<file path="src/rtl/fetch_warp_scheduler.sv">
// Round-robin fetch grant scheduler: one-hot registered grant one cycle after eligibility, one fetch in flight per warp.
// IF stall suppresses the grant and freezes the pointer. FETCH_SCHED_PERF_EN enables the idle-cycle counter.
module fetch_warp_scheduler #(
  parameter int NUM_WARPS = 8,
  parameter int WID_W     = 3
) (
  input  logic                 clk,
  input  logic                 rst,
  input  logic [NUM_WARPS-1:0] Active_TM_RR,
  input  logic [NUM_WARPS-1:0] Full_IB_RR,
  input  logic                 Stall_IF_RR,
  input  logic                 FetchDone_IF_RR,
  input  logic [WID_W-1:0]     FetchDoneWid_IF_RR,
  output logic [NUM_WARPS-1:0] GRT_RR_PC,
  output logic                 GrantValid_RR_IF,
  output logic [WID_W-1:0]     GrantWid_RR_IF,
  output logic [31:0]          PerfIdleCnt_RR
);

  logic [WID_W-1:0]     rr_ptr;
  logic [NUM_WARPS-1:0] pending;
  logic [NUM_WARPS-1:0] elig;
  logic [NUM_WARPS-1:0] done_mask;
  logic [NUM_WARPS-1:0] win_onehot;
  logic [NUM_WARPS-1:0] pending_nxt;
  logic [WID_W-1:0]     winner;
  logic [WID_W-1:0]     idx;
  logic                 any_elig;
  logic                 issue;

  assign elig = Active_TM_RR & ~Full_IB_RR & ~pending;

  // Scan from rr_ptr upward; WID_W-bit addition gives the modulo wrap for free.
  always_comb begin
    winner   = rr_ptr;
    any_elig = 1'b0;
    idx      = '0;
    for (int k = 0; k < NUM_WARPS; k++) begin
      idx = rr_ptr + WID_W'(k);
      if (!any_elig && elig[idx]) begin
        any_elig = 1'b1;
        winner   = idx;
      end
    end
  end

  assign issue = ~Stall_IF_RR & any_elig;

  always_comb begin
    win_onehot         = '0;
    win_onehot[winner] = 1'b1;
  end

  always_comb begin
    done_mask = '0;
    if (FetchDone_IF_RR)
      done_mask[FetchDoneWid_IF_RR] = 1'b1;
  end

  // The winner is never pending, so clearing and setting cannot collide.
  always_comb begin
    pending_nxt = pending & ~done_mask & Active_TM_RR;
    if (issue)
      pending_nxt = pending_nxt | win_onehot;
  end

  always_ff @(posedge clk) begin
    if (rst) begin
      rr_ptr           <= '0;
      pending          <= '0;
      GRT_RR_PC        <= '0;
      GrantValid_RR_IF <= 1'b0;
      GrantWid_RR_IF   <= '0;
    end else begin
      pending          <= pending_nxt;
      GRT_RR_PC        <= issue ? win_onehot : '0;
      GrantValid_RR_IF <= issue;
      if (issue) begin
        GrantWid_RR_IF <= winner;
        rr_ptr         <= winner + WID_W'(1);
      end
    end
  end

`ifdef FETCH_SCHED_PERF_EN
  logic [31:0] idle_cnt;
  logic        idle_cycle;

  assign idle_cycle = ~Stall_IF_RR & ~any_elig & (|Active_TM_RR);

  always_ff @(posedge clk) begin
    if (rst)
      idle_cnt <= '0;
    else if (idle_cycle && idle_cnt != 32'hFFFF_FFFF)
      idle_cnt <= idle_cnt + 32'd1;
  end

  assign PerfIdleCnt_RR = idle_cnt;
`else
  assign PerfIdleCnt_RR = 32'h0;
`endif

endmodule

</file>
<file path="config.mk">
export PLATFORM = sky130hd
export DESIGN_NAME = fetch_warp_scheduler
export DESIGN_NICKNAME = d
export VERILOG_FILES = /design/src/rtl/fetch_warp_scheduler.sv
export SDC_FILE = /design/constraint.sdc
export NUM_CORES = 1
export LEC_CHECK = 0
export BUFFER_PORTS_ARGS = -buffer_cell sky130_fd_sc_hd__buf_2
export CAP_MARGIN = 0
export CORE_ASPECT_RATIO = 1.5
export CORE_MARGIN = 3
export CORE_UTILIZATION = 30
export CTS_BUF_LIST = sky130_fd_sc_hd__clkbuf_4 sky130_fd_sc_hd__clkbuf_8
export CTS_CLUSTER_DIAMETER = 50
export CTS_CLUSTER_SIZE = 25
export DETAILED_ROUTE_END_ITERATION = 7
export GPL_TIMING_DRIVEN = 0
export PLACE_DENSITY = 0.48
export SYNTH_ARGS = -nofsm -noshare
export SYNTH_HDL_FRONTEND = slang
export SYNTH_SLANG_ARGS = --single-unit
</file>
<file path="constraint.sdc">
create_clock -name clk -period 5 [get_ports clk]
set_input_delay 0 -clock clk [delete_from_list [all_inputs] [get_ports clk]]
set_output_delay 0 -clock clk [all_outputs]
set_load 0.02 [all_outputs]
</file>
==> flow_summary_export.csv, run 1 <==
group,metric,value,unit
route,wl_per_cell,15.5,um
synthesis,yosysSeqAreaShare,20.2,%
grt,antenna_found_initial,0,
synthesis,syn_inst,242,
setup_path,path_cells,"clkinv_1 -> ha_1 -> buf_6 -> mux4_2 -> mux2_2 -> o22a_4 -> nor4b_4 -> a211oi_1 -> a21oi_1 -> and4b_1 -> a41o_1",
clock_network,cts_tree,"built",
route,dr_total_vias,2045,
setup_path,cp.buffers_inverters,2,
final_layout,final_layout_size_suffix_gt1_share,34.9,%
setup_path,required,5210,ps
route,drc_errors,0,
run_status,status,"finished clean",
setup_path,reg2regPathDepth,11,
synthesis,avgSynthCellArea,9.42,um2
setup_path,crit_type,"reg -> reg",
final_layout,layout_common_cells,"buf_2, buf_4, conb_1",
floorplan,dieHeight,113,um
synthesis,yosys_warnings,0,
floorplan,rows,38,
floorplan,die-width,77.2,um
grt,grt_pass1_wl,10300,um
worst_hold_path,holdPathStages,3,
setup_path,crit_fanout,10,
placed_design,dpl_cell_area,2690,um2
clock_network,cts.sinks,23,
floorplan,die-area,8700,um2
clock_network,clk_pin_slew,80,ps
setup_path,cpLargestDelayFamily,"compound AO/OA/AOI/OAI gates",
power_and_ir_drop,p_per_area,637,nW/um2
sta,grt_setup_unrepaired,"false",
clock_network,root_buffer,"clkbuf_8",
floorplan,pin_count,67,
sta,setup_violations,0,
placed_design,port_buffers,33,
final_layout,area_growth,20.7,%
setup_path,r2r-end,"pending[7]",
placed_design,routabilityCongestion,0.812,
synthesis,yosysUniqueCellTypes,63,
setup_path,critPathMaxStageDelay,600,ps
floorplan,placeableCoreArea,7320,um2
sta,setup_tns,0,ps
grt,grt_max_degree,14,
final_layout,layout_commonest_cell,"buf_2",
synthesis,synthArstFlopShare,0,%
route,first_pass_iters,4,
route,viasPerCell,4.96,
placed_design,place_ws,808,ps
sta,tightest_slew,865,ps
sta,worst_slack,877,ps
sta,slew_viol_final,0,
route,wl,6370,um
setup_path,r2r-start,"rr_ptr[1]",
setup_path,slowest_stage,"a21oi_1",
power_and_ir_drop,ir_worst_vdd,317,uV
route,drt_iter0_drc,128,
clock_network,cts.path.max_buffers,2,
grt,track_usage,14.8,%
clock_network,clk_latency,260,ps
route,ant_nets,0,
sta,period_minus_slack,4120,ps
flow_run,max_cap_violations,0,
setup_path,start_kind,"register",
worst_hold_path,whs_endpoint,"pending[0]",
clock_network,h-tree-depth,1,
synthesis,ys_ff_latch,23,
sta,fmax,0.243,GHz
final_layout,diodes,0,
worst_hold_path,hold_class,"in -> reg",
setup_path,crit_path_end_kind,"register",
sta,clock_skew,3.08,ps
final_layout,fin_util,37.6,%
setup_path,cp.arrival,4340,ps
synthesis,synth_edf_count,0,
grt,overflow,0,
worst_hold_path,min_from,"Active_TM_RR[0]",
placed_design,hpwl,5180,um
sta,slew_headroom,42.2,%
synthesis,synth_flop_cell,"dfxtp_1",
final_layout,final_area,2750,um2
clock_network,numCtsBuffers,3,
synthesis,syn_area,2280,um2
power_and_ir_drop,p_leak,0.00122,uW
sta,hold_viol_final,0,
floorplan,floorplan.initialDensity,31.1,%
final_layout,layout.nets,338,
final_layout,fillers,800,
grt,grt_pass1_vias,2071,
setup_path,reg2reg_slack,880,ps
sta,period_share,82.5,%
-- worst reg2reg max path, cell delays in order, from the launching register on --
cell and delay (ps):
dfxtp_1 460, clkinv_1 320, ha_1 450, buf_6 180, mux4_2 500, mux2_2 340
o22a_4 260, nor4b_4 370, a211oi_1 120, a21oi_1 600, and4b_1 370, a41o_1 110
-- area by class of cell --
class                           instances  area, um2  area share [%]
Sequential cell                        23        460            16.7
Tap cell                              100        125            4.55
Buffer                                 44        304            11.0
Inverter                                4       15.0           0.545
Clock inverter                          1       5.00           0.182
Multi-Input combinational cell        202       1620            58.7
Clock buffer                            3       41.3            1.50
Timing Repair Buffer                   35        185            6.73
-- cells by family after synthesis --
| group | synth area share [%] |
|---|---|
| DFF | 20.2 |
| xor gates and xnor gates | 2.25 |
| adders and majority gates | 1.10 |
| other | 0.164 |
| AOI/OAI and AO/OA | 19.2 |
| muxes | 22.1 |
| buffers and inverters | 14.0 |
| and+or+nand+nor | 21.0 |
-- metrics by stage --
step | total power [uW] | cells | hold WS, ps
floorplan | 1350 | 273 | 150
global placement | 1650 | 406 | 265
detailed placement | 1650 | 406 | 273
CTS | 1770 | 412 | 1.61
global route | 1910 | 412 | 37.2
finish | 1750 | 412 | 11.3
-- worst max path at each step --
| stage | from | endpoint | slack [ps] | depth (start not counted) |
|---|---|---|---|---|
| after CTS | rr_ptr[1] | pending[7] | 780 | 11 |
| after floorplan | rr_ptr[0] | rr_ptr[1] | 1440 | 13 |
| after detailed placement | rr_ptr[1] | pending[7] | 810 | 11 |
| after global placement | rr_ptr[1] | pending[7] | 800 | 11 |
| after global routing | rr_ptr[1] | pending[7] | 550 | 11 |
| final | rr_ptr[1] | pending[7] | 880 | 11 |
-- cells in the mapped netlist (2+ instances only) --
master     count  share of area (%)
buf_4         33                 11
dfxtp_1       23                 20
nand2_1       15                2.5
mux4_2        14                 14
nor2_1        14                2.3
mux2i_1       11                4.8
nand2b_1      10                2.7
a21oi_1        7                1.5
mux2_2         7                3.5
buf_2          6                1.3
a211oi_1       5                1.6
nor3_1         5                1.1
o2111ai_1      5                1.9
or3b_1         5                1.9
nand3_1        4               0.88
nor3b_1        4                1.3
nor3b_2        4                2.2
a21o_1         3               0.99
and2_1         3               0.82
clkbuf_1       3               0.49
nor2b_1        3               0.82
o211ai_1       3               0.99
o21ai_0        3               0.66
a211o_1        2               0.77
a32o_1         2               0.88
a32oi_1        2               0.77
ha_1           2                1.1
inv_1          2               0.33
nand4bb_1      2               0.99
nor4b_1        2               0.77
o21bai_1       2               0.66
o31ai_1        2               0.66
o32ai_1        2               0.77
xnor2_1        2               0.77
xor2_1         2               0.77
-- metal layers --
layer / global-route usage, % / vias up / wire (um)
li1: - / 1005 / -
met1: 16.0 / 952 / 2470
met2: 28.6 / 74 / 3470
met3: 1.19 / 14 / 242
met4: 6.65 / 0 / 181
met5: 0 / - / 0
-- state kept, by name, indices dropped and copies added, names as in the netlist --
register and count:
GrantValid_RR_IF 1, pending 8, GrantWid_RR_IF 3, rr_ptr 3, GRT_RR_PC 8
-- repair_timing --
| item | 4_1_cts | 5_1_grt |
|---|---|---|
| hold buffers | 2 | 0 |
| endpoints found under the hold margin | 2 | 0 |
| buffers inserted | 0 | 0 |
| resized for setup | 0 | 0 |
-- report_power, final --
group	internal [uW]	total [uW]	switching, uW
sequential	239	268	28.2
combinational	585	1370	787
clock	55.6	115	59.5
total	880	1750	874
(Power assumes the default switching activity.)
==> run 2, diff against run 1 <==
Clock period 5 ns to 3.99 ns, I/O delays scaled along.
==> flow_summary_export.csv, run 2 (synthesized netlist as in run 1, its figures left out) <==
group,metric,value,unit
run_status,status,"finished clean",
sta,setup_tns,0,ps
final_layout,layout_common_cells,"buf_2, buf_4, conb_1",
final_layout,layout.nets,339,
grt,overflow,0,
sta,grt_setup_unrepaired,"false",
final_layout,diodes,0,
sta,worst_slack,292,ps
setup_path,crit_path_end_kind,"register",
sta,period_share,92.7,%
setup_path,path_cells,"clkinv_2 -> ha_4 -> buf_6 -> mux4_2 -> mux2_2 -> o22a_4 -> nor4b_4 -> a21o_1 -> buf_2 -> nor2_1 -> and4b_1 -> a41o_1",
grt,grt_pass1_wl,10300,um
route,ant_nets,0,
floorplan,pin_count,67,
placed_design,hpwl,5180,um
grt,grt_use_met2,28.6,%
sta,clock_skew,3.13,ps
setup_path,crit_type,"reg -> reg",
flow_run,max_cap_violations,0,
route,wl_per_cell,15.5,um
clock_network,root_buffer,"clkbuf_8",
setup_path,r2r-end,"pending[7]",
grt,grt_busiest_layer,"met2",
setup_path,required,4160,ps
clock_network,cts_tree,"built",
placed_design,port_buffers,33,
final_layout,fillers,798,
setup_path,slowest_stage,"mux4_2",
grt,antenna_found_initial,0,
setup_path,cp-endpoint,"pending[7]",
final_layout,final_area,2780,um2
sta,hold_viol_final,0,
setup_path,critPathMaxStageDelay,500,ps
power_and_ir_drop,p_per_area,820,nW/um2
floorplan,die-width,77.2,um
setup_path,crit_start,"rr_ptr[1]",
floorplan,rows,38,
route,dr_total_vias,2049,
floorplan,placeableCoreArea,7320,um2
sta,tightest_slew,888,ps
worst_hold_path,hold_class,"in -> reg",
clock_network,clk_latency,270,ps
route,viasPerCell,4.96,
grt,track_usage,14.8,%
setup_path,cpLargestDelayFamily,"multiplexers",
grt,gr-usage-met1,16.0,%
final_layout,layout.area.seq,463,um2
grt,grt_max_degree,14,
sta,slew_headroom,40.7,%
worst_hold_path,min_from,"Active_TM_RR[0]",
clock_network,numCtsBuffers,3,
final_layout,final_layout_size_suffix_gt1_share,37.1,%
final_layout,multi_input_area,1630,um2
floorplan,die-area,8700,um2
sta,fmax,0.270,GHz
final_layout,largest_registers,"GRT_RR_PC: 8 flops, pending: 8 flops",
power_and_ir_drop,ir_worst_vdd,483,uV
placed_design,place_ws,-202,ps
floorplan,floorplan.initialDensity,31.1,%
clock_network,cts.path.max_buffers,2,
final_layout,area_growth,22.1,%
setup_path,reg2regPathDepth,12,
setup_path,reg2reg_slack,290,ps
setup_path,start_kind,"register",
placed_design,routabilityCongestion,0.812,
clock_network,cts.sinks,23,
route,drc_errors,0,
power_and_ir_drop,p_leak,0.00123,uW
final_layout,layout_commonest_cell,"buf_2",
floorplan,dieHeight,113,um
sta,slew_viol_final,0,
sta,setup_violations,0,
grt,grt_pass1_vias,2068,
power_and_ir_drop,p_total,2280,uW
clock_network,h-tree-depth,1,
grt,grtUsageMet3,1.19,%
route,first_pass_iters,5,
route,wl,6390,um
route,drt_iter0_drc,122,
clock_network,clk_pin_slew,80,ps
setup_path,cp.buffers_inverters,3,
setup_path,r2r-start,"rr_ptr[1]",
sta,period_minus_slack,3700,ps
setup_path,cp.arrival,3860,ps
placed_design,dpl_cell_area,2690,um2
setup_path,crit_cells,12,
setup_path,crit_fanout,10,
run 2: power breakdown:
group	switching (uW)	total (uW)	internal, uW
registers	45.3	347	302
logic	999	1790	791
clock network	75.3	145	69.8
run 2: area by class of cell:
class | count | area share (%)
multi-input combinational | 202 | 58.7
sequential | 23 | 16.6
buffer | 43 | 10.8
timing repair buffer | 37 | 7.19
tap | 100 | 4.49
clock buffer | 3 | 1.48
inverter | 4 | 0.584
clock inverter | 1 | 0.180
run 2: worst min-delay path by stage:
stage / cells after the start / endpoint / slack (ps)
6_report: 3 / pending[0] / 10
3_3_place_gp: 2 / pending[7] / 260
3_5_place_dp: 2 / pending[7] / 270
2_1_floorplan: 2 / pending[0] / 150
5_1_grt: 3 / pending[0] / 40
4_1_cts: 3 / pending[0] / 2
run 2: worst reg2reg max path, cell delays in order, from the launching register on:
cell and delay (ps):
dfxtp_2 410, clkinv_2 190, ha_4 340, buf_6 160, mux4_2 500, mux2_2 340, o22a_4 260, nor4b_4 370
a21o_1 160, buf_2 220, nor2_1 160, and4b_1 300, a41o_1 210
run 2: stage by stage:
stage                     instances  hold slack [ps]  utilization [%]
after CTS                       411             1.61             37.6
after global routing            413             37.2             38.0
after detailed placement        406              273             36.7
after floorplan                 273              150                -
after global placement          406              265             36.7
final                           413             9.95             38.0
run 2: what timing repair did:
action / CTS / global route
pin swaps: 0 / 1
hold buffers: 2 / 0
cloned: 0 / 0
endpoints found under the setup margin: 15 / 16
endpoints found under the hold margin: 2 / 0
resized for setup: 2 / 3
setup buffers: 0 / 2
run 2: routing by layer:
| layer | wire length (um) | part of all wire, % | up-vias |
|---|---|---|---|
| li1 | - | - | 1006 |
| met1 | 2460 | 39 | 946 |
| met2 | 3430 | 54 | 83 |
| met3 | 303 | 4.7 | 14 |
| met4 | 184 | 2.9 | 0 |
| met5 | 0 | 0 | - |
